$ cat src/rtl/alu_mult_ctrl_if.sv
// Request/response bundle between the execute stage and the mult sequencer.
// Signals: start, mcand, mplier (requester -> sequencer); busy, done, product (back).
interface alu_mult_ctrl_if;
  logic        start;
  logic [31:0] mcand;
  logic [31:0] mplier;
  logic        busy;
  logic        done;
  logic [63:0] product;

  modport master (
    output start, mcand, mplier,
    input  busy, done, product
  );

  modport slave (
    input  start, mcand, mplier,
    output busy, done, product
  );
endinterface

$ cat src/rtl/alu_mult_ctrl.sv
// Shift-and-add 32x32 unsigned multiply sequencer driving the shared ALU add port.
// Ports: clk, rst_n, mif (slave: start/mcand/mplier in, busy/done/product out),
// alu_a/alu_b/alu_op/alu_shamt to the ALU, alu_result/alu_carry back from it.
// Optional: define MULT_EARLY_EXIT_EN to finish once the remaining multiplier bits are zero.
module alu_mult_ctrl #(
  parameter int WIDTH = 32
) (
  input  logic             clk,
  input  logic             rst_n,
  alu_mult_ctrl_if.slave   mif,
  output logic [WIDTH-1:0] alu_a,
  output logic [WIDTH-1:0] alu_b,
  output logic [3:0]       alu_op,
  output logic [4:0]       alu_shamt,
  input  logic [WIDTH-1:0] alu_result,
  input  logic             alu_carry
);

  typedef enum logic [1:0] {
    IDLE = 2'd0,
    CALC = 2'd1,
    DONE = 2'd2
  } state_t;

  state_t             state_q;
  logic [WIDTH-1:0]   acc_hi_q;
  logic [WIDTH-1:0]   acc_lo_q;
  logic [WIDTH-1:0]   mcand_q;
  logic [5:0]         cnt_q;
  logic               busy_q;
  logic               done_q;
  logic [2*WIDTH-1:0] prod_q;

  logic               c;
  logic [WIDTH-1:0]   sum;
  logic [WIDTH-1:0]   acc_hi_d;
  logic [WIDTH-1:0]   acc_lo_d;

  assign alu_a     = acc_hi_q;
  assign alu_b     = mcand_q;
  assign alu_op    = 4'b0001;
  assign alu_shamt = 5'd0;

  assign mif.busy    = busy_q;
  assign mif.done    = done_q;
  assign mif.product = prod_q;

  // The add carry becomes the new top bit, so nothing overflows.
  always_comb begin
    c   = 1'b0;
    sum = acc_hi_q;
    if (acc_lo_q[0]) begin
      c   = alu_carry;
      sum = alu_result;
    end
    acc_hi_d = {c, sum[WIDTH-1:1]};
    acc_lo_d = {sum[0], acc_lo_q[WIDTH-1:1]};
  end

`ifdef MULT_EARLY_EXIT_EN
  logic               rest_zero;
  logic [2*WIDTH-1:0] early_p;

  // After k steps the low WIDTH-k bits of acc_lo are the unconsumed multiplier.
  always_comb begin
    rest_zero = ~|(acc_lo_q & ({WIDTH{1'b1}} >> cnt_q[4:0]));
    early_p   = {acc_hi_q, acc_lo_q} >> (7'd32 - {1'b0, cnt_q});
  end
`endif

  always_ff @(posedge clk or negedge rst_n) begin
    if (!rst_n) begin
      state_q  <= IDLE;
      acc_hi_q <= '0;
      acc_lo_q <= '0;
      mcand_q  <= '0;
      cnt_q    <= '0;
      busy_q   <= 1'b0;
      done_q   <= 1'b0;
      prod_q   <= '0;
    end else begin
      done_q <= 1'b0;
      unique case (state_q)
        IDLE: begin
          if (mif.start) begin
            acc_hi_q <= '0;
            acc_lo_q <= mif.mplier;
            mcand_q  <= mif.mcand;
            cnt_q    <= '0;
            busy_q   <= 1'b1;
            state_q  <= CALC;
          end
        end
        CALC: begin
`ifdef MULT_EARLY_EXIT_EN
          if (rest_zero) begin
            prod_q  <= early_p;
            done_q  <= 1'b1;
            state_q <= DONE;
          end else
`endif
          begin
            acc_hi_q <= acc_hi_d;
            acc_lo_q <= acc_lo_d;
            cnt_q    <= cnt_q + 6'd1;
            if (cnt_q == 6'd31) begin
              prod_q  <= {acc_hi_d, acc_lo_d};
              done_q  <= 1'b1;
              state_q <= DONE;
            end
          end
        end
        DONE: begin
          busy_q  <= 1'b0;
          state_q <= IDLE;
        end
        default: begin
          busy_q  <= 1'b0;
          state_q <= IDLE;
        end
      endcase
    end
  end

endmodule

$ cat src/flat_wrapper.sv
// flat-port wrapper written by rule: the top's interface ports become plain ports
module alu_mult_ctrl_flat 
#(
  parameter int WIDTH = 32
)
  (clk, rst_n, alu_a, alu_b, alu_op, alu_shamt, alu_result, alu_carry, mif_start, mif_mcand, mif_mplier, mif_busy, mif_done, mif_product);
  alu_mult_ctrl_if mif_i ();
  input  logic clk;
  input  logic rst_n;
  output logic [WIDTH-1:0] alu_a;
  output logic [WIDTH-1:0] alu_b;
  output logic [3:0] alu_op;
  output logic [4:0] alu_shamt;
  input  logic [WIDTH-1:0] alu_result;
  input  logic alu_carry;
  input wire logic [$bits(mif_i.start)-1:0] mif_start;
  input wire logic [$bits(mif_i.mcand)-1:0] mif_mcand;
  input wire logic [$bits(mif_i.mplier)-1:0] mif_mplier;
  output wire logic [$bits(mif_i.busy)-1:0] mif_busy;
  output wire logic [$bits(mif_i.done)-1:0] mif_done;
  output wire logic [$bits(mif_i.product)-1:0] mif_product;
  assign mif_i.start = mif_start;
  assign mif_i.mcand = mif_mcand;
  assign mif_i.mplier = mif_mplier;
  assign mif_busy = mif_i.busy;
  assign mif_done = mif_i.done;
  assign mif_product = mif_i.product;
  alu_mult_ctrl #(.WIDTH(WIDTH)) u_core (.clk(clk), .rst_n(rst_n), .mif(mif_i), .alu_a(alu_a), .alu_b(alu_b), .alu_op(alu_op), .alu_shamt(alu_shamt), .alu_result(alu_result), .alu_carry(alu_carry));
endmodule
$ cat config.mk
export PLATFORM = sky130hd
export DESIGN_NAME = alu_mult_ctrl_flat
export DESIGN_NICKNAME = d
export VERILOG_FILES = /design/src/rtl/alu_mult_ctrl_if.sv /design/src/rtl/alu_mult_ctrl.sv /design/src/flat_wrapper.sv
export SDC_FILE = /design/constraint.sdc
export NUM_CORES = 1
export LEC_CHECK = 0
export CAP_MARGIN = 20
export CELL_PAD_IN_SITES_DETAIL_PLACEMENT = 1
export CELL_PAD_IN_SITES_GLOBAL_PLACEMENT = 1
export CORE_MARGIN = 2
export CORE_UTILIZATION = 35
export CTS_BUF_LIST = sky130_fd_sc_hd__clkbuf_4 sky130_fd_sc_hd__clkbuf_8
export DETAILED_ROUTE_END_ITERATION = 8
export PLACE_DENSITY = 0.77
export SYNTH_ARGS = -nofsm -noshare
export SYNTH_HDL_FRONTEND = slang
export SYNTH_SLANG_ARGS = --single-unit
$ cat constraint.sdc
create_clock -name clk -period 1.9 [get_ports clk]
set_input_delay 0.38 -clock clk [delete_from_list [all_inputs] [get_ports clk]]
set_output_delay 0.38 -clock clk [all_outputs]
set_load 0.01 [all_outputs]
==> results of run 1 <==
[worst paths after layout]
check                                    endpoint  slack (ns)  cells past startpoint
min in group clk           u_core.mif.product[33]        0.50                      1
max                                      alu_a[0]        0.09                      1
max in group asynchronous        u_core.alu_b[19]        0.84                      3
max reg2reg                u_core.mif.product[17]        0.14                      6
min reg2reg                u_core.mif.product[33]        0.50                      1
min                        u_core.mif.product[27]        0.44                      2
[layer usage]
metal | vias to the layer above | part of all wire, % | routed length, um
met5 | - | 0 | 0
met4 | 0 | 0.80 | 165
met3 | 13 | 6.4 | 1330
met2 | 140 | 49 | 10000
met1 | 2793 | 44 | 9090
li1 | 2523 | - | -
[cell type report]
| cell class | instances | area [um2] |
|---|---|---|
| Clock buffer | 20 | 263 |
| Clock inverter | 12 | 163 |
| Fill cell | 2224 | 10400 |
| Inverter | 30 | 113 |
| Multi-Input combinational cell | 352 | 2760 |
| Sequential cell | 170 | 4260 |
| Tap cell | 275 | 344 |
| Timing Repair Buffer | 256 | 2610 |
[state kept, by name, summed over array words and instances, names as in the netlist]
signal              flops
u_core.mif.done         1
u_core.cnt_q            6
u_core.acc_lo_q        32
u_core.alu_b           32
u_core.alu_a           32
u_core.mif.product     64
u_core.mif.busy         1
u_core.state_q          2
[cells by family after synthesis]
group	after synthesis
xor gates and xnor gates	1
AOI/OAI and AO/OA	139
buffers and inverters	79
adders and majority gates	1
other	2
DFF	170
and+or+nand+nor	74
muxes	128
[repair_timing]
action,CTS,global route
resized for setup,0,3
endpoints found under the hold margin,45,0
buffers inserted,0,2
setup endpoints to repair,0,29
hold buffers,1,0
[where the power goes]
group | internal (mW) | switching [mW] | total, mW
Clock | 1.38 | 1.41 | 2.80
Sequential | 4.47 | 0.729 | 5.20
Combinational | 2.11 | 1.48 | 3.59
Total | 7.97 | 3.62 | 11.6
[through the flow]
stage	hold slack, ns	instances
2_1_floorplan	0.0844	601
3_3_place_gp	0.378	1079
3_5_place_dp	0.383	1079
4_1_cts	0.423	1112
5_1_grt	0.441	1115
6_report	0.443	1115
[cells in the final DEF, fill, tap and decap left out, types with 9 or more instances in the layout]
cell and instances:
nand2_1 31, mux2_2 47, mux2_4 26, nor2b_1 28, a21oi_1 31, a22oi_1 30
o21ai_0 63, clkbuf_8 18, conb_1 9, buf_4 17, inv_1 30, dfrtp_1 169
mux2i_1 52, clkdlybuf4s50_1 227
==> flow_summary.yaml, run 1 <==
run:
  max_cap_viol_count: 0
sta:
  finalWorstSetupSlack_ns: 0.0859
  slew_viol_final: 0
  finalSetupViolCount: 0
  finalCriticalPeriod_ns: 1.81
  finalSetupTns_ns: 0
  finClkSkew_ns: 0.0150
  fmax_mhz: 551
  tightest_slew_ns: 0.533
  final-hold-violation-count: 0
  rsz0062_at_grt: "no"
  finalCritPeriodShare_pct: 95.5
  relSlewSlack_pct: 64.5
worst_setup_path:
  crit_type: "reg -> out"
  crit_arrival_ns: 1.43
  cp_top_family: "buffers and inverters"
  path_max_fanout: 3
  start_kind: "register"
  cp_num_buf_inv: 1
  path_cells: "clkdlybuf4s50_1"
  critPathMaxStageDelay_ns: 0.60
  crit_path_end_kind: "output port"
  r2r-start: "u_core.cnt_q[0]"
  crit_path_start: "u_core.alu_a[0]"
  cp_data_required_time_ns: 1.52
  cp_slowest_cell: "clkdlybuf4s50_1"
grt:
  grt_pass1_vias: 5928
  overflow: 0
  met2_usage_pct: 30.8
  use_met3_pct: 6.25
  grt_pass1_wl_um: 32900
  antenna_found_initial: 0
  grt_use_met1_pct: 24.8
  grtUsageTotal_pct: 19.0
  grt-busiest-layer: "met2"
  grt_max_degree: 52
synthesis:
  synth_ff_type: "dfrtp_1"
  yosysSeqAreaShare_pct: 57.4
  ys_warn_count: 0
  synth_cells: 594
  synth.area.mux_share_pct: 19.9
  synth_fa_ha_area_share_pct: 0.169
  ys_seq_elements: 170
  synthXorXnorAreaFrac_pct: 0.118
  yosys-top-cells-area: "dfrtp_1 (57%), mux2_2 (7.1%), mux2i_1 (7.0%)"
  synth-compound-area-share_pct: 11.1
  synth_common_cells: "dfrtp_1 (170), o21ai_0 (63), mux2i_1 (52), mux2_2 (47), nand2_1 (32)"
  synth_area_um2: 7410
  yosysMostFrequentCell: "dfrtp_1"
  async_flop_share_pct: 100
  avgSynthCellArea_um2: 12.5
  synth_edf_count: 0
  yosys.area.top_type_share_pct: 57.4
  yosys.area_share.simple_pct: 5.40
  yosysTopAreaCell: "dfrtp_1"
  synth_top_family_by_area: "multiplexers"
  ys_types: 38
die:
  initial_core_util_pct: 35.5
  rows: 53
  dieWidth_um: 150
  die_height_um: 150
  dieArea_um2: 22400
  num_io_pins: 239
  coreArea_um2: 20900
finish:
  fin_util_pct: 50.3
  area_growth_pct: 41.8
  drive_gt1_share_pct: 16.5
  nets: 928
  diodes: 0
  fin_area_um2: 10500
clocking:
  clockBufferDepth: 2
  insertion_delay_ns: 0.46
  cts_made_buffers: 17
  cts-root-buf: "clkbuf_8"
  clk_pin_slew_ns: 0.10
  htreeDepth: 4
  cts.sinks: 170
  cts_tree: "built"
placement:
  portBuffers: 229
  gp_congestion: 0.739
  place_area_um2: 10000
  post-place-ws_ns: -0.165
  hpwl_um: 14000
pwr:
  p_total_mw: 11.6
  ir_drop_v: 0.000433
  power_density_nw_per_um2: 1100
  p_leak_nw: 4.48
detailed_routing:
  vias: 5469
  wl_per_cell_um: 18.5
  dr.pass1.iters: 4
  wl_um: 20600
  drtIter0Drc: 223
  antenna_left: 0
  drc: 0
  vias_per_cell: 4.90
worst_hold_path:
  hold_path.class: "in -> async"
status:
  status: "finished, final reports clean"
No activity file was read; power rests on OpenSTA's default activity.
==> inputs of run 2 (changes only) <==
- CORE_UTILIZATION: 35 -> 34
- PLACE_DENSITY: 0.77 -> 0.78
- clock period: 1.9 -> 1.6 ns (I/O delays scaled with it)
==> flow_summary.yaml, run 2 (synthesis gave the netlist of run 1 again) <==
status:
  status: "finished with violations"
  failed_checks: "negative setup slack"
die:
  num_io_pins: 239
  initial_core_util_pct: 34.3
  coreArea_um2: 21600
  rows: 54
  dieWidth_um: 152
  die_height_um: 152
  dieArea_um2: 23000
placement:
  hpwl_um: 14700
  place_inst: 1099
  gp_congestion: 0.733
  portBuffers: 229
clocking:
  cts_made_buffers: 17
  clockBufferDepth: 2
  cts-root-buf: "clkbuf_8"
  insertion_delay_ns: 0.45
  clk_pin_slew_ns: 0.09
  cts_tree: "built"
  htreeDepth: 4
  cts.sinks: 170
grt:
  met2_usage_pct: 32.0
  grt-busiest-layer: "met2"
  use_met3_pct: 5.21
  antenna_found_initial: 0
  overflow: 0
  grt_pass1_vias: 5983
  grt_pass1_wl_um: 33800
  grt_max_degree: 41
  grtUsageTotal_pct: 19.1
  grt_use_met1_pct: 24.7
worst_setup_path:
  r2r-start: "u_core.state_q[1]"
  crit_path_end_kind: "register"
  r2r_cells: 4
  path_max_fanout: 8
  crit_type: "reg -> reg"
  cp_data_required_time_ns: 1.92
  rr_endpoint: "u_core.alu_b[10]"
  crit_arrival_ns: 2.01
  r2r_slack_ns: -0.09
  start_kind: "register"
finish:
  fin_util_pct: 50.6
  final-instance-count-excl-fill: 1157
  nets: 966
  final_common_cell: "dfrtp_1"
  drive_gt1_share_pct: 20.8
  diodes: 0
  largest_reg_flops: 64
  area_growth_pct: 47.5
  final_cell_mix: "dfrtp_1 (168), dlygate4sd2_1 (130), clkdlybuf4s50_1 (98)"
sta:
  final-hold-violation-count: 0
  finalWorstSetupSlack_ns: -0.0895
  fmax_mhz: 592
  finalSetupTns_ns: -3.65
  slew_viol_final: 0
  rsz0062_at_grt: "yes"
  finClkSkew_ns: 0.0165
  finalCritPeriodShare_pct: 106
  finalCriticalPeriod_ns: 1.69
  finalSetupViolCount: 61
detailed_routing:
  vias: 5668
  dr.pass1.iters: 4
  wl_um: 22700
  drtIter0Drc: 229
  vias_per_cell: 4.90
  wl_per_cell_um: 19.6
  antenna_left: 0
  drc: 0
pwr:
  internal-power_mw: 8.79
  pwr-share-comb_pct: 31.2
  clkPwrFrac_pct: 22.1
  switching_power_mw: 4.35
  power_density_nw_per_um2: 1200
  p_leak_nw: 5.01
  ir_drop_v: 0.000477
  p_total_mw: 13.1
  power_frac_seq_pct: 46.7
  switching_share_pct: 33.1
run:
  max_cap_viol_count: 0
worst_hold_path:
  hold_path.class: "in -> async"
[run 2: worst max-delay path: stages (launching register included)]
cell       delay [ns]
dfrtp_1          0.39
buf_4            0.15
or3b_4           0.52
clkbuf_16        0.22
mux2_4           0.29
[run 2: layout make-up]
type                            count  area (um2)
Inverter                           30         113
Timing Repair Buffer              294        3000
Clock inverter                     10        81.3
Multi-Input combinational cell    352        2850
Tap cell                          280         350
Fill cell                        2285       10700
Clock buffer                       21         289
Sequential cell                   170        4260
[run 2: power by group through the flow]
stage / logic (mW) / clock network, mW / registers [mW]
after global routing: 4.52 / 3.19 / 6.30
final: 4.10 / 2.90 / 6.14
after global placement: 4.32 / 0 / 6.19
after CTS: 4.04 / 3.01 / 6.13
after detailed placement: 4.46 / 0 / 6.24
after floorplan: 1.81 / 0 / 6.34
[run 2: stage by stage]
stage                     worst slack (ns)  area (um2)  hold WS, ns
final                              -0.0895       10900        0.369
after global routing                -0.145       10900        0.364
after CTS                           -0.114       10600        0.342
after detailed placement            -0.445       10200        0.286
after global placement              -0.340       10200        0.281
after floorplan                   -0.00237        7460       0.0244
[run 2: worst max path at each step]
stage	start	endpoint	slack (ns)	cells after the start
finish	u_core.state_q[1]	u_core.alu_b[10]	-0.09	4
global route	u_core.cnt_q[1]	u_core.mif.product[63]	-0.15	7
CTS	u_core.cnt_q[1]	u_core.mif.product[33]	-0.11	6
detailed placement	mif_start	u_core.acc_lo_q[5]	-0.44	6
global placement	mif_start	u_core.alu_b[10]	-0.34	4
floorplan	u_core.state_q[1]	u_core.mif.product[13]	-0.002	6
[run 2: per-layer routing]
layer  part of all wire (%)  vias up
li1                       -     2598
met1                     45     2908
met2                     49      152
met3                    5.6       10
met4                   0.58        0
met5                      0        -
[run 2: timing repair]
action                                  4_1_cts  5_1_grt
endpoints found under the setup margin      221      102
cloned                                        5        9
hold buffers                                  1        0
hold endpoints to repair                     33        0
resized for setup                           142       27
pin swaps                                     0        2
setup buffers                                 6        7
==> inputs of run 3 (changes only) <==
- SLEW_MARGIN: default -> 20
- clock period: 1.6 -> 1.5 ns (I/O delays scaled with it)
==> flow_summary.yaml, run 3 (synthesis gave the netlist of run 1 again) <==
die:
  dieWidth_um: 152
  initial_core_util_pct: 34.3
  dieArea_um2: 23000
  die_height_um: 152
  rows: 54
  coreArea_um2: 21600
  num_io_pins: 239
sta:
  finalSetupViolCount: 105
  whs_ns: 0.237
  finalCriticalPeriod_ns: 1.67
  finalCritPeriodShare_pct: 111
  finClkSkew_ns: 0.0195
  finalWorstSetupSlack_ns: -0.166
  final-hold-violation-count: 0
  slew_viol_final: 0
  fmax_mhz: 600
  rsz0062_at_grt: "yes"
finish:
  nets: 993
  largest_reg_flops: 64
  final_common_cell: "dfrtp_1"
  final-instance-count-excl-fill: 1188
  fillCellCount: 2283
  area_growth_pct: 54.3
  final_cell_mix: "dfrtp_1 (168), clkdlybuf4s50_1 (98), dlygate4sd2_1 (80)"
  drive_gt1_share_pct: 25.2
detailed_routing:
  wl_um: 23200
  vias_per_cell: 4.88
  drc: 0
  drtIter0Drc: 184
  wl_per_cell_um: 19.5
  antenna_left: 0
  dr.pass1.iters: 4
  vias: 5799
worst_setup_path:
  start_kind: "register"
  crit_path_end_kind: "register"
  path_max_fanout: 6
  crit_arrival_ns: 2.02
  cp_data_required_time_ns: 1.85
  crit_type: "reg -> reg"
pwr:
  p_total_mw: 15.4
  p_leak_nw: 5.19
  ir_drop_v: 0.000453
  power_density_nw_per_um2: 1340
worst_hold_path:
  hold_path.class: "in -> async"
status:
  failed_checks: "negative setup slack"
  status: "finished with violations"
grt:
  grt_pass1_vias: 6133
  grt_max_degree: 59
  grtUsageTotal_pct: 19.3
  antenna_found_initial: 2
  overflow: 0
  grt_pass1_wl_um: 34200
placement:
  gp_congestion: 0.768
  place_inst: 1097
  portBuffers: 229
  hpwl_um: 14700
clocking:
  htreeDepth: 4
  cts.sinks: 170
  insertion_delay_ns: 0.47
  cts_made_buffers: 17
  clockBufferDepth: 2
  clk_pin_slew_ns: 0.11
  cts_tree: "built"
  cts-root-buf: "clkbuf_8"
run:
  max_cap_viol_count: 0
==> run 3: path summary, 6_finish.rpt <==
| path | from | to | slack [ns] | cells after the start |
|---|---|---|---|---|
| min in group clk | mif_mcand[10] | u_core.alu_b[10] | 0.45 | 2 |
| max in group asynchronous | rst_n | u_core.acc_lo_q[23] | 0.68 | 3 |
| max reg2reg | u_core.state_q[1] | u_core.mif.product[34] | -0.17 | 6 |
| min reg2reg | u_core.alu_b[0] | u_core.alu_b[0] | 0.51 | 1 |
| max | u_core.state_q[1] | u_core.mif.product[34] | -0.17 | 6 |
| min | rst_n | u_core.alu_a[18] | 0.24 | 2 |
==> run 3: routing by layer <==
| metal | global-route usage, % | share of wire (%) | wire length, um | up-vias |
|---|---|---|---|---|
| met5 | 0 | 0 | 0 | - |
| met4 | 6.81 | 2.3 | 527 | 0 |
| met3 | 4.31 | 4.6 | 1060 | 32 |
| met2 | 32.6 | 49 | 11400 | 157 |
| met1 | 24.3 | 44 | 10200 | 2954 |
| li1 | - | - | - | 2656 |
==> run 3: critical path: stages, from the launching register on <==
cell      delay [ns]
dfrtp_1         0.41
nand2b_4        0.16
nor4_4          0.23
buf_6           0.20
buf_12          0.16
buf_12          0.12
mux2_4          0.29
==> run 3: cell type report <==
type	instances	area [um2]	area share, %
diodes	3	7.51	0.0656
clock buffers	19	262	2.29
clock inverters	13	158	1.38
inverters	30	113	0.985
multi-input cells	352	3030	26.5
flip-flops and latches	170	4260	37.2
well taps	280	350	3.06
repair buffers	321	3260	28.5
==> run 3: what timing repair did <==
| item | in CTS | in global routing |
|---|---|---|
| buffers inserted | 22 | 28 |
| gates resized for setup | 164 | 110 |
| endpoints found under the setup margin | 261 | 191 |
| pin swaps | 3 | 1 |
| gates cloned | 2 | 5 |
| hold buffers | 1 | 0 |
| endpoints found under the hold margin | 170 | 0 |
==> run 3: power by group <==
part | internal [mW] | leakage (nW) | switching (mW)
Clock | 1.62 | 0.210 | 1.90
Combinational | 2.98 | 2.94 | 2.25
Sequential | 5.66 | 2.05 | 0.939
==> run 3: through the flow <==
stage / instance area (um2) / setup WS, ns / utilization, % / TNS [ns]
3_3_place_gp: 10300 / -0.449 / 47.6 / -44.99
5_1_grt: 11400 / -0.246 / 52.9 / -15.96
6_report: 11400 / -0.166 / 52.9 / -8.48
3_5_place_dp: 10300 / -0.501 / 47.6 / -50.27
2_1_floorplan: 7560 / -0.0964 / - / -3.89
4_1_cts: 10900 / -0.172 / 50.5 / -10.77
